## src/rtl/truth_table_scanner.sv

```systemverilog
// rtl/truth_table_scanner.sv - steps a 3/4-variable input vector through a function under test,
// captures its truth table and counts mismatches against a golden table latched at start.
module truth_table_scanner #(
    parameter int SETTLE = 1
) (
    input  logic        clk,
    input  logic        rst_n,
    input  logic        start,
    input  logic        nvars,
    input  logic [15:0] expected,
    input  logic        f_in,
    output logic [3:0]  vec,
    output logic        busy,
    output logic        done,
    output logic [15:0] table_out,
    output logic [4:0]  err_count,
    output logic        match
);

    typedef enum logic [2:0] {IDLE, APPLY, WAIT, SAMPLE, DONE} state_t;

    localparam logic [3:0] WAIT_LAST = (SETTLE > 0) ? 4'(SETTLE - 1) : 4'd0;

    state_t      state, state_nx;
    logic [3:0]  idx;
    logic [3:0]  idx_inc;
    logic [3:0]  wcnt;
    logic        nv_q;
    logic [15:0] exp_q;
    logic        last_row;

    assign idx_inc  = idx + 4'd1;
    assign last_row = nv_q ? (idx == 4'd15) : (idx == 4'd7);

    always_ff @(posedge clk or negedge rst_n) begin
        if (!rst_n) begin
            state <= IDLE;
        end else begin
            state <= state_nx;
        end
    end

    always_comb begin
        state_nx = state;
        case (state)
            IDLE:    if (start) state_nx = APPLY;
            APPLY:   state_nx = (SETTLE > 0) ? WAIT : SAMPLE;
            WAIT:    if (wcnt == WAIT_LAST) state_nx = SAMPLE;
            SAMPLE:  state_nx = last_row ? DONE : APPLY;
            DONE:    state_nx = IDLE;
            default: state_nx = IDLE;
        endcase
    end

    // Outputs are registered from the next state so busy/done line up with the state they describe.
    always_ff @(posedge clk or negedge rst_n) begin
        if (!rst_n) begin
            vec       <= 4'd0;
            busy      <= 1'b0;
            done      <= 1'b0;
            table_out <= 16'd0;
            err_count <= 5'd0;
            match     <= 1'b0;
            idx       <= 4'd0;
            wcnt      <= 4'd0;
            nv_q      <= 1'b0;
            exp_q     <= 16'd0;
        end else begin
            busy <= (state_nx != IDLE);
            done <= (state_nx == DONE);
            case (state)
                IDLE: begin
                    if (start) begin
                        nv_q      <= nvars;
                        exp_q     <= expected;
                        idx       <= 4'd0;
                        vec       <= 4'd0;
                        wcnt      <= 4'd0;
                        table_out <= 16'd0;
                        err_count <= 5'd0;
                        match     <= 1'b0;
                    end
                end
                APPLY: begin
                    wcnt <= 4'd0;
                end
                WAIT: begin
                    wcnt <= wcnt + 4'd1;
                end
                SAMPLE: begin
                    table_out[idx] <= f_in;
                    if ((f_in != exp_q[idx]) && (err_count != 5'd16)) begin
                        err_count <= err_count + 5'd1;
                    end
                    if (!last_row) begin
                        idx <= idx_inc;
                        vec <= {nv_q & idx_inc[3], idx_inc[2:0]};
                    end
                end
                DONE: begin
                    match <= (err_count == 5'd0);
                end
                default: begin
                end
            endcase
        end
    end

endmodule

```

## config.mk

```make
export PLATFORM = sky130hd
export DESIGN_NAME = truth_table_scanner
export DESIGN_NICKNAME = d
export VERILOG_FILES = /design/src/rtl/truth_table_scanner.sv
export SDC_FILE = /design/constraint.sdc
export NUM_CORES = 1
export LEC_CHECK = 0
export BUFFER_PORTS_ARGS = -buffer_cell sky130_fd_sc_hd__buf_2
export CAP_MARGIN = 20
export CORE_AREA = 2 2 85 87
export DETAILED_ROUTE_END_ITERATION = 8
export DIE_AREA = 0 0 87 89
export GPL_TIMING_DRIVEN = 0
export HOLD_SLACK_MARGIN = 0.02
export SLEW_MARGIN = 25
export SYNTH_ARGS = -nofsm -noshare
export SYNTH_HDL_FRONTEND = slang
export SYNTH_SLANG_ARGS = --single-unit
export TNS_END_PERCENT = 30
```

## constraint.sdc

```tcl
create_clock -name clk -period 2.9 [get_ports clk]
set_input_delay 0.58 -clock clk [delete_from_list [all_inputs] [get_ports clk]]
set_output_delay 0.58 -clock clk [all_outputs]
set_load 0.02 [all_outputs]
```

==> key figures, run 1 <==
Yosys
  • Yosys cell types: 44
  • Seq/Total Area, Yosys: between 50 and 60%
  • Post-synth EDFFs: 0
  • Gate Count Post-Synth: 242
  • Mapped Avg Cell Area: 10.9 sq um
  • Async set or reset register ratio after synthesis: between 90% and 100%
  • Synth area leader: dfrtp_1
  • Synth top area share: 50.5%
  • Syn_nets: between 200 and 300
  • Ys flop type: dfrtp_1
  • Synth Cell Area: 0.00263 sq mm
  • Area contributors post-synth: dfrtp_1, mux2_1, nand2_1
  • YS warnings: 0
  • Yosys reg bits: 53
  • Commonest cells in the netlist: dfrtp_1, nand2_1, nand3_1
  • Count leader, synth: dfrtp_1

Critical path
  • Most common cell on crit path: mux4_2
  • Critical path's largest stage delay: 530 ps
  • Critical Path AT: roughly 2700 ps
  • CP max FO: 10
  • Crit. End Element: register
  • Worst Reg-to-Reg Cells: 6
  • Worst path cell trace: clkbuf_1 -> mux4_2 -> mux4_2 -> xnor2_2 -> nor2_2 -> mux2i_1
  • Critical path type: reg2reg
  • Worst path slowest cell: mux4_2
  • Startpoint Class: register
  • WP data required: around 3100 ps

Flow run
  • Max-Cap Viols: 0

Timing
  • Max Slew Vio Count: 0
  • Max Clk Rate: between 300 and 400 MHz
  • Worst-Margin Slew: about 660 ps
  • Final setup viols: 0
  • RSZ-0062 raised after global routing: false
  • Fin Setup TNS: 0 ps
  • Worst Clk Skew: 8.49 ps
  • Final worst-path cycle share: 86.3%
  • Slew margin rel.: 56.0%
  • Fin crit period: 2500 ps
  • Final worst slack: 396 ps
  • Final hold vios: 0

GRT
  • Vias in the first global route: slightly below 2000
  • Initial antenna violation count: 0
  • First-pass GRT wire length: between 9 and 10 mm
  • Gr ovfl total: 0
  • Largest net degree at the start of global routing: between 50 and 60
  • Total track usage: ~16%

Finish
  • Final instance area: 0.00308 sq mm
  • Diode count: 0
  • Area Growth Syn to Fin: 17.3%
  • Layout cells sized above 1: between 20% and 30%
  • Fin nets: 325

Placement
  • Hpwl dp: ~4 mm
  • PortBufs: 47
  • DP Area: slightly below 0.003 sq mm
  • Pre-CTS WS: 408 ps
  • Final GP Congestion: between 0.8 and 0.9

Min path
  • Hold crit path type: in2async

Floorplanning
  • Die ar.: a little under 0.008 sq mm
  • Die height: 89 um
  • Io pins: between 40 and 50
  • Core Rows: 30
  • Die Wd: about 87 um
  • Core footprint: 0.00672 sq mm
  • Initial Util: ~39%

Routing
  • Pre-antenna DRT Iters: 4
  • Via count: around 2000
  • Routed vias/inst: around 5.2
  • Avg WL per Cell: around 15 um
  • DR iter-0 viols: approximately 110
  • DRC: 0
  • Final ANT Viol Nets: 0
  • Final WL: between 5 and 6 mm

Clock network
  • Post-cts resize count: 0
  • CTS clk-pin slew, worst paths: ~90 ps
  • CTS Sinks: 53
  • Clock Latency Late Sink: roughly 310 ps
  • CTS HTree Levels: 2
  • Post-CTS setup buffer count: 0
  • Clock Path Buffers: 2
  • Root buf cell: clkbuf_8
  • Post-CTS Hold Fix Bufs: 0
  • TritonCTS buffer count: 5
  • CTS tree: done

Power
  • Power Density: ~950 mW/mm^2
  • Leakage: ~1.5 nW
  • PnR Total Power: between 2 and 3 mW
  • Max rail drop VDD: around 0.34 mV

Run status
  • Outcome: finished clean
## where the power goes
group          internal [mW]  leakage [nW]  switching, mW
Clock                  0.282        0.0585          0.238
Sequential             0.975         0.686          0.177
Combinational          0.545         0.767          0.700
Total                   1.80          1.51           1.12
## per-stage QoR
stage / utilization (%) / hold WS, ps / cells
after floorplan: - / 284 / 242
after global placement: 44.1 / 457 / 369
after detailed placement: 44.2 / 477 / 369
after CTS: 45.9 / 328 / 377
after global routing: 45.9 / 355 / 377
final: 45.9 / 303 / 377
## cell type report
class	instances	area, sq um
inverters	10	37.5
repair buffers	47	238
clock buffers	7	86.3
multi-input cells	164	1190
clock inverters	1	30.0
plain buffers	15	76.3
fillers	642	3640
flip-flops and latches	53	1330
well taps	80	100
## worst paths after layout
| check | start | end | slack, ps |
|---|---|---|---|
| max in group asynchronous | rst_n | idx[3] | 2160 |
| worst min register to register | exp_q[12] | exp_q[12] | 490 |
| worst min-delay path | rst_n | err_count[1] | 300 |
| worst max register to register | idx[3] | err_count[1] | 400 |
| worst max-delay path | idx[3] | err_count[1] | 400 |
| min in group clk | expected[8] | exp_q[8] | 480 |
## cell families (layout without fill, tap and decap cells)
family	Yosys count	after routing	share of synthesized area (%)
XOR/XNOR	7	7	2.62
AND/OR/NAND/NOR	87	87	15.8
flip-flops	53	53	50.5
buffers and inverters	25	80	4.33
AO/OA/AOI/OAI	36	36	9.71
multiplexers	26	26	13.2
adder cells (fa/ha/maj)	8	8	3.81
## worst max-delay path: cells and delay by family, from the launching register on
kind	cells	cell delay, ps
buffers and inverters	1	440
DFF	1	390
xor gates and xnor gates	1	170
muxes	3	1160
and+or+nand+nor	1	270
## layout by cell type (no fill, tap or decap), types with 8 or more instances in the layout
cell type	count
mux2_1	14
clkbuf_1	11
inv_1	9
nor2_1	8
dfrtp_1	53
ha_1	8
buf_2	47
o211ai_1	12
nand3_1	21
nand2_1	33
## per-layer routing
| metal | track usage (%) | part of all wire, % | vias to the layer above | wire [um] |
|---|---|---|---|---|
| met5 | 0 | 0 | - | 0 |
| met4 | 5.97 | 1.5 | 0 | 86 |
| met3 | 3.14 | 4.9 | 4 | 276 |
| met2 | 24.1 | 46 | 50 | 2590 |
| met1 | 22.4 | 47 | 939 | 2650 |
| li1 | - | - | 961 | - |
## state kept, by name, indices dropped and copies added (netlist names), 3 cells and up
name,cells
exp_q,16
table_out,16
err_count,5
vec,4
wcnt,4
state,3
Power figures use the tool's default switching activity.
==> inputs of run 2 (changes only) <==
--- a/config.mk
+++ b/config.mk
@@ -8,6 +8,7 @@
 export BUFFER_PORTS_ARGS = -buffer_cell sky130_fd_sc_hd__buf_2
 export CAP_MARGIN = 20
 export CORE_AREA = 2 2 85 87
+export CTS_BUF_LIST = sky130_fd_sc_hd__clkbuf_8 sky130_fd_sc_hd__clkbuf_16
 export DETAILED_ROUTE_END_ITERATION = 8
 export DIE_AREA = 0 0 87 89
 export GPL_TIMING_DRIVEN = 0
==> run 2 against run 1 <==
  * Utilization unchanged
  * Worst setup slack got worse by 2.4 ps
  * Final cell count unchanged
  * Count of clock-buffer cells in the layout fell by 1
  * Sequential power about the same
  * Worst hold slack hardly changed
  * Largest power group unchanged
==> key figures, run 2 (same netlist as run 1, synthesis figures left out) <==
Run status
  • Outcome: finished clean

Timing
  • Final setup viols: 0 (unchanged)
  • RSZ-0062 raised after global routing: false
  • Worst-Margin Slew: 661 ps (+1.33 ps)
  • Final hold vios: 0 (unchanged)
  • Max Slew Vio Count: 0 (unchanged)
  • Worst Hold Slack: 302 ps (-0.193 ps)
  • Max Clk Rate: 399 MHz (about the same)
  • Slew margin rel.: 56.0% (-0.089 points)
  • Final worst-path cycle share: 86.4% (about the same)
  • Fin crit period: 2510 ps (+2.39 ps)
  • Fin Setup TNS: 0 ps (unchanged)
  • Worst Clk Skew: 9.89 ps (+1.40 ps)

Placement
  • Hpwl dp: 4.05 mm (unchanged)
  • PortBufs: 47 (unchanged)
  • Final GP Congestion: 0.848 (unchanged)

Power
  • Clock Power Share: 17.7% (about the same)
  • Sw Share: 38.3% (+0.075 points)
  • Pint: 1.80 mW (-0.19%)
  • Total net switching power: 1.12 mW (+0.13%)
  • Max rail drop VDD: 0.344 mV (about the same)
  • Reg power frac: 39.5% (about the same)
  • Leakage: 1.52 nW (+0.27%)
  • Logic gate share of total power: 42.7% (about the same)
  • PnR Total Power: 2.92 mW (about the same)
  • Power Density: 946 mW/mm^2 (about the same)

Clock network
  • CTS HTree Levels: 2 (unchanged)
  • Post-cts resize count: 0 (unchanged)
  • CTS clk-pin slew, worst paths: 100 ps (about the same)
  • CTS tree: done
  • Post-CTS setup buffer count: 0 (unchanged)
  • Root buf cell: clkbuf_8
  • Post-CTS Hold Fix Bufs: 0 (unchanged)
  • CTS Sinks: 53 (unchanged)
  • TritonCTS buffer count: 5 (unchanged)
  • Clock Latency Late Sink: 310 ps (about the same)
  • Clock Path Buffers: 2 (unchanged)

Finish
  • Most frequent cells in the layout: dfrtp_1, buf_2, nand2_1
  • Area Growth Syn to Fin: 17.3% (unchanged)
  • Final Core Density: 45.9% (unchanged)
  • Fin nets: 325 (unchanged)
  • Regs by FF count: exp_q: 16 flops, table_out: 16 flops, err_count: 5 flops
  • # fillers: 642 (unchanged)
  • Commonest non-fill, non-tap cell in the layout: dfrtp_1
  • Diode count: 0 (unchanged)
  • Layout cells sized above 1: 23.2% (unchanged)

Critical path
  • CP max FO: 10 (unchanged)
  • Reg2reg setup slack: 390 ps (about the same)
  • Critical path's largest stage delay: 530 ps (about the same)
  • Crit. End Element: register
  • WP data required: 3120 ps (about the same)
  • Worst Reg-to-Reg Cells: 6 (unchanged)
  • Critical path type: reg2reg
  • CP bufs+invs: 1 (unchanged)
  • Critical Path AT: 2730 ps (about the same)
  • Reg-to-reg endpoint: err_count[1]
  • Delay-heaviest family, CP: multiplexers
  • Worst path cell trace: clkbuf_1 -> mux4_2 -> mux4_2 -> xnor2_2 -> nor2_2 -> mux2i_1
  • Worst path slowest cell: mux4_2
  • Reg2reg start: idx[3]
  • Startpoint Class: register
  • Most common cell on crit path: mux4_2

Routing
  • Avg WL per Cell: 14.9 um (about the same)
  • Pre-antenna DRT Iters: 4 (unchanged)
  • Final WL: 5.61 mm (about the same)
  • Final ANT Viol Nets: 0 (unchanged)
  • DR iter-0 viols: 126 (+16%)
  • DRC: 0 (unchanged)
  • Routed vias/inst: 5.17 (-0.20%)
  • Via count: 1950 (-0.20%)

Floorplanning
  • Die Wd: 87 um (unchanged)
  • Die ar.: 0.00774 sq mm (unchanged)
  • Initial Util: 39.1% (unchanged)
  • Core Rows: 30 (unchanged)
  • Io pins: 49 (unchanged)
  • Die height: 89 um (unchanged)
  • Core footprint: 0.00672 sq mm (unchanged)

Flow run
  • Max-Cap Viols: 0 (unchanged)

GRT
  • Initial antenna violation count: 0 (unchanged)
  • First-pass GRT wire length: 9.56 mm (unchanged)
  • Largest net degree at the start of global routing: 54 (unchanged)
  • Gr ovfl total: 0 (unchanged)
  • Total track usage: 15.9% (unchanged)
  • Vias in the first global route: 1933 (unchanged)

Min path
  • Hold crit path type: in2async
run 2: cell count changes in the layout (fill, tap and decap cells not counted):
cell / before / now
clkbuf_1: 11 / 10
inv_1: 9 / 10
run 2: how the worst max path moves through the flow:
stage	from	endpoint	slack [ps]	cells after the start
3_5_place_dp	idx[3]	err_count[1]	410	6
3_3_place_gp	idx[3]	err_count[1]	440	6
2_1_floorplan	vec[2]	err_count[0]	720	6
5_1_grt	idx[3]	err_count[1]	230	6
4_1_cts	idx[3]	err_count[1]	370	6
6_report	idx[3]	err_count[1]	390	6
run 2: area by class of cell:
class,instances,area [sq um],area share (%)
plain buffers,15,76.3,2.48
repair buffers,47,238,7.71
clock inverters,2,33.8,1.10
flip-flops and latches,53,1330,43.0
multi-input cells,164,1190,38.6
clock buffers,6,82.6,2.68
well taps,80,100,3.25
inverters,10,37.5,1.22
run 2: layer usage:
metal / routed length (um) / GRT usage, %
met5: 0 / 0
met4: 86 / 5.97
met3: 251 / 3.14
met2: 2590 / 24.1
met1: 2680 / 22.4
run 2: power by group through the flow:
stage | logic, mW | clock network (mW) | registers (mW)
after floorplan | 0.879 | 0 | 1.20
after global routing | 1.39 | 0.559 | 1.20
final | 1.25 | 0.517 | 1.15
after global placement | 1.24 | 0 | 1.17
after CTS | 1.27 | 0.532 | 1.16
after detailed placement | 1.26 | 0 | 1.17
run 2: per-stage QoR:
stage | worst slack [ps] | instance area, sq um | cells
2_1_floorplan | 723 | 2630 | 242
3_3_place_gp | 439 | 2960 | 369
3_5_place_dp | 408 | 2970 | 369
4_1_cts | 374 | 3080 | 377
5_1_grt | 234 | 3080 | 377
6_report | 394 | 3080 | 377
